## src/rtl/rvsteel_bus_pkg.sv

```systemverilog
// Shared types and width constants for the RVSteel bus initiator slice.
package rvsteel_bus_pkg;

    localparam int ADDR_W  = 32;
    localparam int DATA_W  = 32;
    localparam int STRB_W  = 4;
    localparam int TMO_W   = 16;

    typedef enum logic [1:0] {
        ST_IDLE = 2'd0,
        ST_REQ  = 2'd1,
        ST_WAIT = 2'd2,
        ST_RESP = 2'd3
    } bus_state_e;

    // Reads never drive byte enables onto the bus.
    function automatic logic [STRB_W-1:0] fwd_strobe(input logic write, input logic [STRB_W-1:0] strobe);
        return write ? strobe : '0;
    endfunction

endpackage

```

## src/rtl/rvsteel_bus_initiator_if.sv

```systemverilog
// Command/response handshake and memory-bus signals of the initiator.
interface rvsteel_bus_initiator_if;
    import rvsteel_bus_pkg::*;

    logic              cmd_valid;
    logic              cmd_ready;
    logic              cmd_write;
    logic [ADDR_W-1:0] cmd_address;
    logic [DATA_W-1:0] cmd_wdata;
    logic [STRB_W-1:0] cmd_strobe;

    logic              rsp_valid;
    logic              rsp_ready;
    logic [DATA_W-1:0] rsp_rdata;
    logic              rsp_error;

    logic [ADDR_W-1:0] rw_address;
    logic [DATA_W-1:0] read_data;
    logic              read_request;
    logic              read_response;
    logic [DATA_W-1:0] write_data;
    logic [STRB_W-1:0] write_strobe;
    logic              write_request;
    logic              write_response;

    // The initiator itself.
    modport master (
        input  cmd_valid, cmd_write, cmd_address, cmd_wdata, cmd_strobe,
        output cmd_ready,
        output rsp_valid, rsp_rdata, rsp_error,
        input  rsp_ready,
        output rw_address, read_request, write_data, write_strobe, write_request,
        input  read_data, read_response, write_response
    );

    // Command source plus bus responder side.
    modport slave (
        output cmd_valid, cmd_write, cmd_address, cmd_wdata, cmd_strobe,
        input  cmd_ready,
        input  rsp_valid, rsp_rdata, rsp_error,
        output rsp_ready,
        input  rw_address, read_request, write_data, write_strobe, write_request,
        output read_data, read_response, write_response
    );

endinterface

```

## src/rtl/rvsteel_bus_timeout.sv

```systemverilog
// WAIT-cycle counter; expired_o flags the last cycle a response may arrive.
module rvsteel_bus_timeout
    import rvsteel_bus_pkg::*;
#(
    parameter int unsigned TIMEOUT_CYCLES = 255
) (
    input  logic clock,
    input  logic reset,
    input  logic clear_i,
    input  logic enable_i,
    output logic expired_o
);

    localparam logic [TMO_W-1:0] LIMIT = TMO_W'(TIMEOUT_CYCLES - 1);

    logic [TMO_W-1:0] count_q;
    logic [TMO_W-1:0] count_d;

    always_comb begin
        count_d = count_q;
        if (clear_i) begin
            count_d = '0;
        end else if (enable_i && (count_q != LIMIT)) begin
            count_d = count_q + 1'b1;
        end
    end

    always_ff @(posedge clock) begin
        if (reset) begin
            count_q <= '0;
        end else begin
            count_q <= count_d;
        end
    end

    assign expired_o = (count_q == LIMIT);

endmodule

```

## src/rtl/rvsteel_bus_initiator.sv

```systemverilog
// Turns one command into one bus request and returns a single response.
//   state | meaning
//   IDLE  | cmd_ready high, waiting for a command
//   REQ   | one-cycle read_request or write_request pulse
//   WAIT  | waiting for the matching response or the timeout
//   RESP  | rsp_valid held until rsp_ready
module rvsteel_bus_initiator
    import rvsteel_bus_pkg::*;
#(
    parameter int unsigned TIMEOUT_CYCLES = 255
) (
    input  logic                     clock,
    input  logic                     reset,
    rvsteel_bus_initiator_if.master  bus
);

    bus_state_e        state_q;
    logic              write_q;
    logic              cmd_ready_q;
    logic              read_request_q;
    logic              write_request_q;
    logic              rsp_valid_q;
    logic              rsp_error_q;
    logic [DATA_W-1:0] rsp_rdata_q;
    logic [ADDR_W-1:0] rw_address_q;
    logic [DATA_W-1:0] write_data_q;
    logic [STRB_W-1:0] write_strobe_q;

    logic              rsp_match;
    logic              tmo_expired;

    // Only the response for the operation in flight counts.
    assign rsp_match = write_q ? bus.write_response : bus.read_response;

    rvsteel_bus_timeout #(
        .TIMEOUT_CYCLES (TIMEOUT_CYCLES)
    ) u_timeout (
        .clock     (clock),
        .reset     (reset),
        .clear_i   (state_q == ST_REQ),
        .enable_i  ((state_q == ST_WAIT) && !rsp_match),
        .expired_o (tmo_expired)
    );

    always_ff @(posedge clock) begin
        if (reset) begin
            state_q         <= ST_IDLE;
            write_q         <= 1'b0;
            cmd_ready_q     <= 1'b1;
            read_request_q  <= 1'b0;
            write_request_q <= 1'b0;
            rsp_valid_q     <= 1'b0;
            rsp_error_q     <= 1'b0;
            rsp_rdata_q     <= '0;
            rw_address_q    <= '0;
            write_data_q    <= '0;
            write_strobe_q  <= '0;
        end else begin
            unique case (state_q)
                ST_IDLE: begin
                    if (bus.cmd_valid) begin
                        write_q         <= bus.cmd_write;
                        rw_address_q    <= bus.cmd_address;
                        write_data_q    <= bus.cmd_wdata;
                        write_strobe_q  <= fwd_strobe(bus.cmd_write, bus.cmd_strobe);
                        read_request_q  <= !bus.cmd_write;
                        write_request_q <= bus.cmd_write;
                        cmd_ready_q     <= 1'b0;
                        state_q         <= ST_REQ;
                    end
                end
                ST_REQ: begin
                    read_request_q  <= 1'b0;
                    write_request_q <= 1'b0;
                    state_q         <= ST_WAIT;
                end
                ST_WAIT: begin
                    // A response on the deadline cycle wins over the timeout.
                    if (rsp_match) begin
                        rsp_rdata_q <= write_q ? '0 : bus.read_data;
                        rsp_error_q <= 1'b0;
                        rsp_valid_q <= 1'b1;
                        state_q     <= ST_RESP;
                    end else if (tmo_expired) begin
                        rsp_rdata_q <= '0;
                        rsp_error_q <= 1'b1;
                        rsp_valid_q <= 1'b1;
                        state_q     <= ST_RESP;
                    end
                end
                ST_RESP: begin
                    if (bus.rsp_ready) begin
                        rsp_valid_q <= 1'b0;
                        cmd_ready_q <= 1'b1;
                        state_q     <= ST_IDLE;
                    end
                end
                default: begin
                    state_q <= ST_IDLE;
                end
            endcase
        end
    end

    assign bus.cmd_ready     = cmd_ready_q;
    assign bus.rsp_valid     = rsp_valid_q;
    assign bus.rsp_rdata     = rsp_rdata_q;
    assign bus.rsp_error     = rsp_error_q;
    assign bus.rw_address    = rw_address_q;
    assign bus.read_request  = read_request_q;
    assign bus.write_data    = write_data_q;
    assign bus.write_strobe  = write_strobe_q;
    assign bus.write_request = write_request_q;

endmodule

```

## src/flat_wrapper.sv

```systemverilog
// flat-port wrapper written by rule: the top's interface ports become plain ports
module rvsteel_bus_initiator_flat import rvsteel_bus_pkg::*;
#(
    parameter int unsigned TIMEOUT_CYCLES = 255
)
  (clock, reset, bus_cmd_valid, bus_cmd_write, bus_cmd_address, bus_cmd_wdata, bus_cmd_strobe, bus_cmd_ready, bus_rsp_valid, bus_rsp_rdata, bus_rsp_error, bus_rsp_ready, bus_rw_address, bus_read_request, bus_write_data, bus_write_strobe, bus_write_request, bus_read_data, bus_read_response, bus_write_response);
  rvsteel_bus_initiator_if bus_i ();
  input  logic clock;
  input  logic reset;
  input wire logic [$bits(bus_i.cmd_valid)-1:0] bus_cmd_valid;
  input wire logic [$bits(bus_i.cmd_write)-1:0] bus_cmd_write;
  input wire logic [$bits(bus_i.cmd_address)-1:0] bus_cmd_address;
  input wire logic [$bits(bus_i.cmd_wdata)-1:0] bus_cmd_wdata;
  input wire logic [$bits(bus_i.cmd_strobe)-1:0] bus_cmd_strobe;
  output wire logic [$bits(bus_i.cmd_ready)-1:0] bus_cmd_ready;
  output wire logic [$bits(bus_i.rsp_valid)-1:0] bus_rsp_valid;
  output wire logic [$bits(bus_i.rsp_rdata)-1:0] bus_rsp_rdata;
  output wire logic [$bits(bus_i.rsp_error)-1:0] bus_rsp_error;
  input wire logic [$bits(bus_i.rsp_ready)-1:0] bus_rsp_ready;
  output wire logic [$bits(bus_i.rw_address)-1:0] bus_rw_address;
  output wire logic [$bits(bus_i.read_request)-1:0] bus_read_request;
  output wire logic [$bits(bus_i.write_data)-1:0] bus_write_data;
  output wire logic [$bits(bus_i.write_strobe)-1:0] bus_write_strobe;
  output wire logic [$bits(bus_i.write_request)-1:0] bus_write_request;
  input wire logic [$bits(bus_i.read_data)-1:0] bus_read_data;
  input wire logic [$bits(bus_i.read_response)-1:0] bus_read_response;
  input wire logic [$bits(bus_i.write_response)-1:0] bus_write_response;
  assign bus_i.cmd_valid = bus_cmd_valid;
  assign bus_i.cmd_write = bus_cmd_write;
  assign bus_i.cmd_address = bus_cmd_address;
  assign bus_i.cmd_wdata = bus_cmd_wdata;
  assign bus_i.cmd_strobe = bus_cmd_strobe;
  assign bus_cmd_ready = bus_i.cmd_ready;
  assign bus_rsp_valid = bus_i.rsp_valid;
  assign bus_rsp_rdata = bus_i.rsp_rdata;
  assign bus_rsp_error = bus_i.rsp_error;
  assign bus_i.rsp_ready = bus_rsp_ready;
  assign bus_rw_address = bus_i.rw_address;
  assign bus_read_request = bus_i.read_request;
  assign bus_write_data = bus_i.write_data;
  assign bus_write_strobe = bus_i.write_strobe;
  assign bus_write_request = bus_i.write_request;
  assign bus_i.read_data = bus_read_data;
  assign bus_i.read_response = bus_read_response;
  assign bus_i.write_response = bus_write_response;
  rvsteel_bus_initiator #(.TIMEOUT_CYCLES(TIMEOUT_CYCLES)) u_core (.clock(clock), .reset(reset), .bus(bus_i));
endmodule
```

## config.mk

```make
export PLATFORM = sky130hd
export DESIGN_NAME = rvsteel_bus_initiator_flat
export DESIGN_NICKNAME = d
export VERILOG_FILES = /design/src/rtl/rvsteel_bus_pkg.sv /design/src/rtl/rvsteel_bus_initiator_if.sv /design/src/rtl/rvsteel_bus_timeout.sv /design/src/rtl/rvsteel_bus_initiator.sv /design/src/flat_wrapper.sv
export SDC_FILE = /design/constraint.sdc
export NUM_CORES = 1
export LEC_CHECK = 0
export CAP_MARGIN = 20
export CORE_AREA = 10 10 90 151
export CTS_CLUSTER_DIAMETER = 150
export CTS_CLUSTER_SIZE = 24
export DETAILED_ROUTE_END_ITERATION = 8
export DIE_AREA = 0 0 100 161
export PLACE_DENSITY = 0.83
export SYNTH_ARGS = -nofsm -noshare
export SYNTH_HDL_FRONTEND = slang
export SYNTH_SLANG_ARGS = --single-unit
```

## constraint.sdc

```tcl
create_clock -name clock -period 4.25 [get_ports clock]
set_clock_uncertainty 0.1 [all_clocks]
set_input_delay 0.85 -clock clock [delete_from_list [all_inputs] [get_ports clock]]
set_output_delay 0.85 -clock clock [all_outputs]
set_load 0.01 [all_outputs]
```

==> impl_metrics.json <==
{
  "yosysTopAreaCell": "dfxtp_1",
  "seq_area_sq_um": 2482,
  "synth_seq_cells": 124,
  "crit_type": "register to register",
  "synthArstFlopShare_pct": 0,
  "postLayoutCoreUtil_pct": 68.87,
  "synth_edf_count": 0,
  "synthTopCellsByArea": "dfxtp_1 (51%), nand2_1 (13%), a21oi_1 (7.8%)",
  "die_area_sq_um": 16100,
  "worstSetupEndpointType": "register",
  "yosysMostFrequentCell": "nand2_1",
  "reg2reg_slack_ns": 1.63,
  "r2r_cells": 5,
  "period_minus_slack_ns": 2.620,
  "core_region_area_sq_um": 11040,
  "antenna_left": 0,
  "startpoint": "u_core.u_timeout.count_q[7]",
  "dpl-instance-area_sq_um": 6948,
  "leakage_nw": 2.681,
  "cts.path.max_buffers": 2,
  "cts_max_level": 4,
  "synth-main-ff-cell": "dfxtp_1",
  "synth_area_sq_um": 4846,
  "ctsHoldBuffers": 0,
  "first_pass_iters": 4,
  "regToRegStartpoint": "u_core.u_timeout.count_q[7]",
  "ys_seq_area_share_pct": 51.23,
  "maxCapViolations": 0,
  "numCtsBuffers": 17,
  "tns_ns": 0,
  "synth.avg_cell_area_sq_um": 8.398,
  "synth.distinct_cells": 44,
  "die_h_microns": 161,
  "multiInputGateArea_sq_um": 2118,
  "grt_pass1_vias": 4820,
  "place_hpwl_mm": 11.43,
  "clk_pin_slew_worst_paths_ns": 0.06,
  "required_ns": 4.49,
  "p_per_area_nw_per_um2": 524.0,
  "antenna_found_initial": 0,
  "portBuffers": 211,
  "hold_path_class": "register to register",
  "drt-wirelength-per-cell_microns": 16.88,
  "vias_per_cell": 5.060,
  "cts-root-buf": "clkbuf_16",
  "nFillCells": 857,
  "synth_top_area_share_pct": 51.23,
  "r2r_end": "u_core.bus.rsp_rdata[16]",
  "rows": 51,
  "rsz0062_at_grt": "false",
  "cts_resized": 0,
  "run_status": "completed",
  "synthesis.nets": 691,
  "synth_commonest_cells": "nand2_1 (172), dfxtp_1 (124), a21oi_1 (76)",
  "initial_core_util_pct": 43.90,
  "startpoint_type": "register",
  "drive_gt1_share_pct": 8.524,
  "worstPathMaxFanout": 66,
  "nNetsFinal": 888,
  "p_total_mw": 3.984,
  "drv_slew": 0,
  "antenna_cells": 0,
  "die_w_microns": 100,
  "finish.instance_area_sq_um": 7602,
  "layout.cells.non_filler": 918,
  "period_share_pct": 61.65,
  "cts.sinks": 124,
  "io_pins": 212,
  "area_growth_pct": 56.88,
  "relSlewSlack_pct": 35.31,
  "drt-initial-drc-count": 144,
  "vdd_drop_max_v": 0.0003900,
  "setup_viol": 0,
  "post_cts_buffers": 0,
  "syn_inst": 577,
  "routed_wl_mm": 15.50,
  "yosysWarningCount": 0,
  "vias": 4645,
  "grt_overflow": 0,
  "grt_usage_pct": 18.94,
  "clock_latency_ns": 0.41,
  "fmax_ghz": 0.3816,
  "cp.arrival_ns": 2.86,
  "hold_violations": 0,
  "grt_start_max_net_pins": 77,
  "cts_tree": "built",
  "place_congestion": 0.8419,
  "dp.cells": 887,
  "drc": 0,
  "grt_pass1_wl_mm": 24.38,
  "worst_pin_slew_ns": 0.9644,
  "worstSetupEndpoint": "u_core.bus.rsp_rdata[16]"
}
[how the worst min path moves through the flow]
stage,startpoint,to,depth (start not counted)
2_1_floorplan,u_core.write_q,u_core.write_q,2
3_3_place_gp,u_core.bus.rsp_rdata[10],u_core.bus.rsp_rdata[10],2
3_5_place_dp,u_core.bus.rsp_rdata[12],u_core.bus.rsp_rdata[12],2
4_1_cts,u_core.bus.rsp_rdata[12],u_core.bus.rsp_rdata[12],2
5_1_grt,u_core.bus.rsp_rdata[12],u_core.bus.rsp_rdata[12],2
6_report,u_core.bus.rsp_rdata[12],u_core.bus.rsp_rdata[12],2
[power by group]
group / switching [mW] / internal [mW]
Combinational: 0.533 / 0.463
Clock: 0.529 / 1.06
Sequential: 0.0850 / 1.32
Total: 1.15 / 2.84
[stage by stage]
stage               worst slack (ns)  hold WS (ns)
floorplan                      2.063        0.3631
global placement               1.342        0.3348
detailed placement             1.297        0.3421
CTS                            1.641        0.3489
global route                   1.412        0.3641
finish                         1.630        0.3462
[cell usage in the layout (no fill, tap or decap), drive strengths merged]
cell and count:
nor3b 2, nand3 39, a21oi 76, o21bai 1, a221oi 1, o21a 1
clkinv 3, inv 11, clkinvlp 4, bufinv 5, or2 1, nor3 3
or4 2, o221a 1, and2 1, nor4b 3, nand3b 1, nand4 4
clkdlybuf4s50 210, or3 3, o21ai 39, mux2i 2, a21boi 1, nand2b 1
nand2 172, a211oi 1, nor2 19, or4b 1, dfxtp 124, nor4 7
xnor2 12, ha 7, a22oi 1, buf 6, and3 1, clkbuf 18
and4 2
[worst max-delay path: stages (launching register included)]
cell     delay [ns]
dfxtp_1        0.40
or4b_4         0.53
nor4_4         0.50
o21a_4         0.70
nand3_1        0.17
o21ai_1        0.12
[layer usage]
metal  up-vias  global-route usage (%)  routed length, microns
met2       174                   32.60                    8037
met5         -                       0                       0
met4         0                   7.290                     242
met3        13                   10.55                    1681
li1       2332                       -                       -
met1      2126                   18.17                    5538
[area by class of cell]
cell class                      instances  share of cell area [%]
Clock buffer                           18                   5.777
Clock inverter                         13                   2.831
Inverter                               10                  0.4937
Multi-Input combinational cell        405                   27.86
Sequential cell                       124                   32.65
Tap cell                              132                   2.172
Timing Repair Buffer                  216                   28.21
[cell families (layout without fill, tap and decap cells)]
kind of cell	count (synthesis)	after routing	share of synthesized area, %
and+or+nand+nor	262	262	25.15
DFF	124	124	51.23
AOI/OAI and AO/OA	122	122	13.99
buffers and inverters	48	257	5.241
xor gates and xnor gates	12	12	2.169
adders and majority gates	7	7	1.807
muxes	2	2	0.4131
[flip-flops by register name, indices dropped and copies added, names as in the netlist]
register	flops
u_core.bus.cmd_ready	1
u_core.bus.read_request	1
u_core.bus.rsp_error	1
u_core.bus.rsp_rdata	32
u_core.bus.rsp_valid	1
u_core.bus.rw_address	32
u_core.bus.write_data	32
u_core.bus.write_request	1
u_core.bus.write_strobe	4
u_core.state_q	2
u_core.u_timeout.count_q	16
u_core.write_q	1
No activity file was read; power rests on OpenSTA's default activity.
==> edit 1: new RTL, same settings <==
Re-encode `bus_state_e` (4 states) as one-hot, 4 bits wide.
--- a/src/rtl/rvsteel_bus_pkg.sv
+++ b/src/rtl/rvsteel_bus_pkg.sv
@@ -6,11 +6,11 @@
     localparam int STRB_W  = 4;
     localparam int TMO_W   = 16;
 
-    typedef enum logic [1:0] {
-        ST_IDLE = 2'd0,
-        ST_REQ  = 2'd1,
-        ST_WAIT = 2'd2,
-        ST_RESP = 2'd3
+    typedef enum logic [3:0] {
+        ST_IDLE = 4'b0001,
+        ST_REQ  = 4'b0010,
+        ST_WAIT = 4'b0100,
+        ST_RESP = 4'b1000
     } bus_state_e;
 
     // Reads never drive byte enables onto the bus.
Behaviour: same outputs for any inputs over 10 cycles, from zero or initial values and one cycle with reset high; not proved beyond that.
==> edit 1 against the unedited design <==
Sequential cell count rose by 2; hold slack improved by 5.2 ps; area after synthesis rose by 2.9%; total power fell by 4.9%; non-clock buffer count rose by 1; design area rose by 1.3%; setup slack improved by 130 ps; routed wire length rose by 7.2%.
==> edit 1: results <==
export IMPL_synthCells=592
export IMPL_routabilityCongestion=0.863
export IMPL_vdd_drop_max_mv=0.349
export IMPL_syn_nets=701
export IMPL_hpwl_um=12500
export IMPL_grt_total_usage=0.203
export IMPL_fill_cells=838
export IMPL_nMultiInputCombCells=419
export IMPL_met1_length_um=5610
export IMPL_cp_max_fo=33
export IMPL_p_sw_w=0.00118
export IMPL_drt_iter0_markers=261
export IMPL_n_sequential_cell=126
export IMPL_tightest_slew_ps=985
export IMPL_clock_cell_area_share=0.0712
export IMPL_slowest_stage="buf_4"
export IMPL_grt_use_met2=0.373
export IMPL_grt_first_pass_wirelength_um=26200
export IMPL_synth_common_cells="nand2_1, dfxtp_1, a21oi_1, mux2i_1, nand2b_1"
export IMPL_place_ws_ps=1370
export IMPL_seq_cell_share=0.328
export IMPL_via_per_inst=5.23
export IMPL_placedCellCount=899
export IMPL_non_clock_inverter_count=5
export IMPL_nonClkBufAreaFrac=0.280
export IMPL_dr_wl_met2_um=9190
export IMPL_synth_distinct_cells=39
export IMPL_clkbuf_count=19
export IMPL_synth_mux_area_frac=0.0705
export IMPL_power_leakage_nw=2.90
export IMPL_critPathArrivalTime_ps=2720
export IMPL_buffers_excl_clock=217
export IMPL_status="finished clean"
export IMPL_wl_met3_um=1020
export IMPL_yosysSeqAreaShare=0.506
export IMPL_synthAdderAreaFrac=0.00502
export IMPL_synthToLayoutAreaGrowth_pct=54.3
export IMPL_drive_above_1_share=0.0588
export IMPL_use_met1=0.190
export IMPL_multi_input_area_um2=2290
export IMPL_drt_wl_total_um=16600
export IMPL_synth_compound_area_share=0.123
export IMPL_vias=4870
edit 1: power groups by stage:
| stage | Sequential, W | Combinational, W | Clock [W] |
|---|---|---|---|
| after floorplan | 0.00152 | 0.000432 | 0 |
| after global placement | 0.00147 | 0.000983 | 0 |
| after detailed placement | 0.00148 | 0.00101 | 0 |
| after CTS | 0.00145 | 0.00101 | 0.00135 |
| after global routing | 0.00147 | 0.00110 | 0.00141 |
| final | 0.00145 | 0.00100 | 0.00133 |
edit 1: path summary, 6_finish.rpt:
path	from	to	slack, ps	depth (start not counted)
worst min register to register	u_core.bus.write_data[29]	u_core.bus.write_data[29]	350	2
worst min-delay path	u_core.bus.write_data[29]	u_core.bus.write_data[29]	350	2
worst max-delay path	u_core.u_timeout.count_q[0]	u_core.bus.rsp_rdata[27]	1760	7
worst max register to register	u_core.u_timeout.count_q[0]	u_core.bus.rsp_rdata[27]	1760	7
==> edit 2: new RTL, config.mk and constraints unchanged <==
Without the edit above. Change the package constant `DATA_W` from 32 to 40.
--- a/src/rtl/rvsteel_bus_pkg.sv
+++ b/src/rtl/rvsteel_bus_pkg.sv
@@ -2,7 +2,7 @@
 package rvsteel_bus_pkg;
 
     localparam int ADDR_W  = 32;
-    localparam int DATA_W  = 32;
+    localparam int DATA_W  = 40;
     localparam int STRB_W  = 4;
     localparam int TMO_W   = 16;
 
Ports: changed (resized bus_cmd_wdata, bus_read_data, bus_rsp_rdata and bus_write_data); port bits go from 212 to 244. The function was not compared with the original's and may differ.
==> edit 2 against the unedited design <==
Hold slack improved by 6.5 ps; non-clock buffer count rose by 35; routed wire length up 29%; clock power down 3%; highest routed layer unchanged; sequential cell count grew 16; maximum frequency shrank 1.8%; utilization up 9.9 points; setup slack got worse by 48 ps; total power grew 8.6%; combinational power is 20% higher; design area increased by 14%; area after synthesis is 15% higher; synthesized cell count increased by 15%.
==> edit 2: results <==
export IMPL_fill_cells=735
export IMPL_slew_headroom=0.437
export IMPL_dr_wl_met2_um=10800
export IMPL_synth_xor_xnor_area_share=0
export IMPL_hold_start="u_core.bus.write_strobe[2]"
export IMPL_synth_distinct_cells=40
export IMPL_drive_above_1_share=0.0534
export IMPL_routabilityCongestion=0.819
export IMPL_io_buffers=243
export IMPL_crit_type="input port to flop"
export IMPL_nets=1016
export IMPL_antenna_found_initial=3
export IMPL_synth_common_cells="nand2_1, dfxtp_1, a21oi_1, mux2i_1, nand2b_1"
export IMPL_status="finished clean"
export IMPL_met1_length_um=6330
export IMPL_dr_pass1_iters=5
export IMPL_power_leakage_nw=3.38
export IMPL_synthAdderAreaFrac=0.0157
export IMPL_max_stage_delay_ps=740
export IMPL_startpoint="bus_read_response"
export IMPL_grt_total_usage=0.241
export IMPL_hpwl_um=14800
export IMPL_r2r_start="u_core.u_timeout.count_q[0]"
export IMPL_synth_compound_area_share=0.117
export IMPL_sw_frac_of_total=0.305
export IMPL_drt_iter0_markers=311
export IMPL_grt_max_degree=73
export IMPL_slowest_stage="nor4_1"
export IMPL_pwr_group_clock_w=0.00155
export IMPL_grt_use_met2=0.429
export IMPL_wl_per_cell_um=19.3
export IMPL_synth_mux_area_frac=0.0837
export IMPL_first_global_vias=5909
export IMPL_use_met1=0.218
export IMPL_syn_nets=791
export IMPL_vias=5605
export IMPL_placed_area_um2=8060
export IMPL_met3_usage=0.0914
## edit 2: cell count changes after synthesis, sizes merged, moves of 10 or more
cell,delta
nor2,-11
o21ai,-34
nand3,-30
mux2i,+43
clkbuf,+10
nand2,+32
nand2b,+42
dfxtp,+16
a21oi,+13
xnor2,-12
## edit 2: path summary, 6_finish.rpt
path	end	cells past startpoint
setup / recovery	u_core.u_timeout.count_q[15]	5
setup reg to reg	u_core.bus.rsp_rdata[19]	7
hold / removal	u_core.bus.write_strobe[2]	2
hold reg to reg	u_core.bus.write_strobe[2]	2
## edit 2: stage by stage
| stage | hold WS, ps | setup slack [ps] | util | std cells | power [W] |
|---|---|---|---|---|---|
| 5_1_grt | 380 | 1420 | 0.787 | 1034 | 0.00452 |
| 2_1_floorplan | 344 | 1730 | - | 661 | 0.00220 |
| 3_3_place_gp | 341 | 1240 | 0.730 | 999 | 0.00275 |
| 4_1_cts | 354 | 1600 | 0.787 | 1031 | 0.00435 |
| 3_5_place_dp | 347 | 1170 | 0.730 | 999 | 0.00280 |
| 6_report | 353 | 1580 | 0.787 | 1034 | 0.00433 |
## edit 2: tightest hold or removal path: stages (launching register included)
cell,delay (ps)
dfxtp_1,310
nand2_1,50
a21oi_1,50
## edit 2: layout make-up
class / instances / area (um^2) / area share
flip-flops and latches: 140 / 2800 / 0.322
diodes: 3 / 7.51 / 0.000864
multi-input cells: 468 / 2570 / 0.296
inverters: 8 / 30.0 / 0.00346
clock inverters: 14 / 184 / 0.0212
clock buffers: 18 / 439 / 0.0505
repair buffers: 251 / 2490 / 0.286
well taps: 132 / 165 / 0.0190
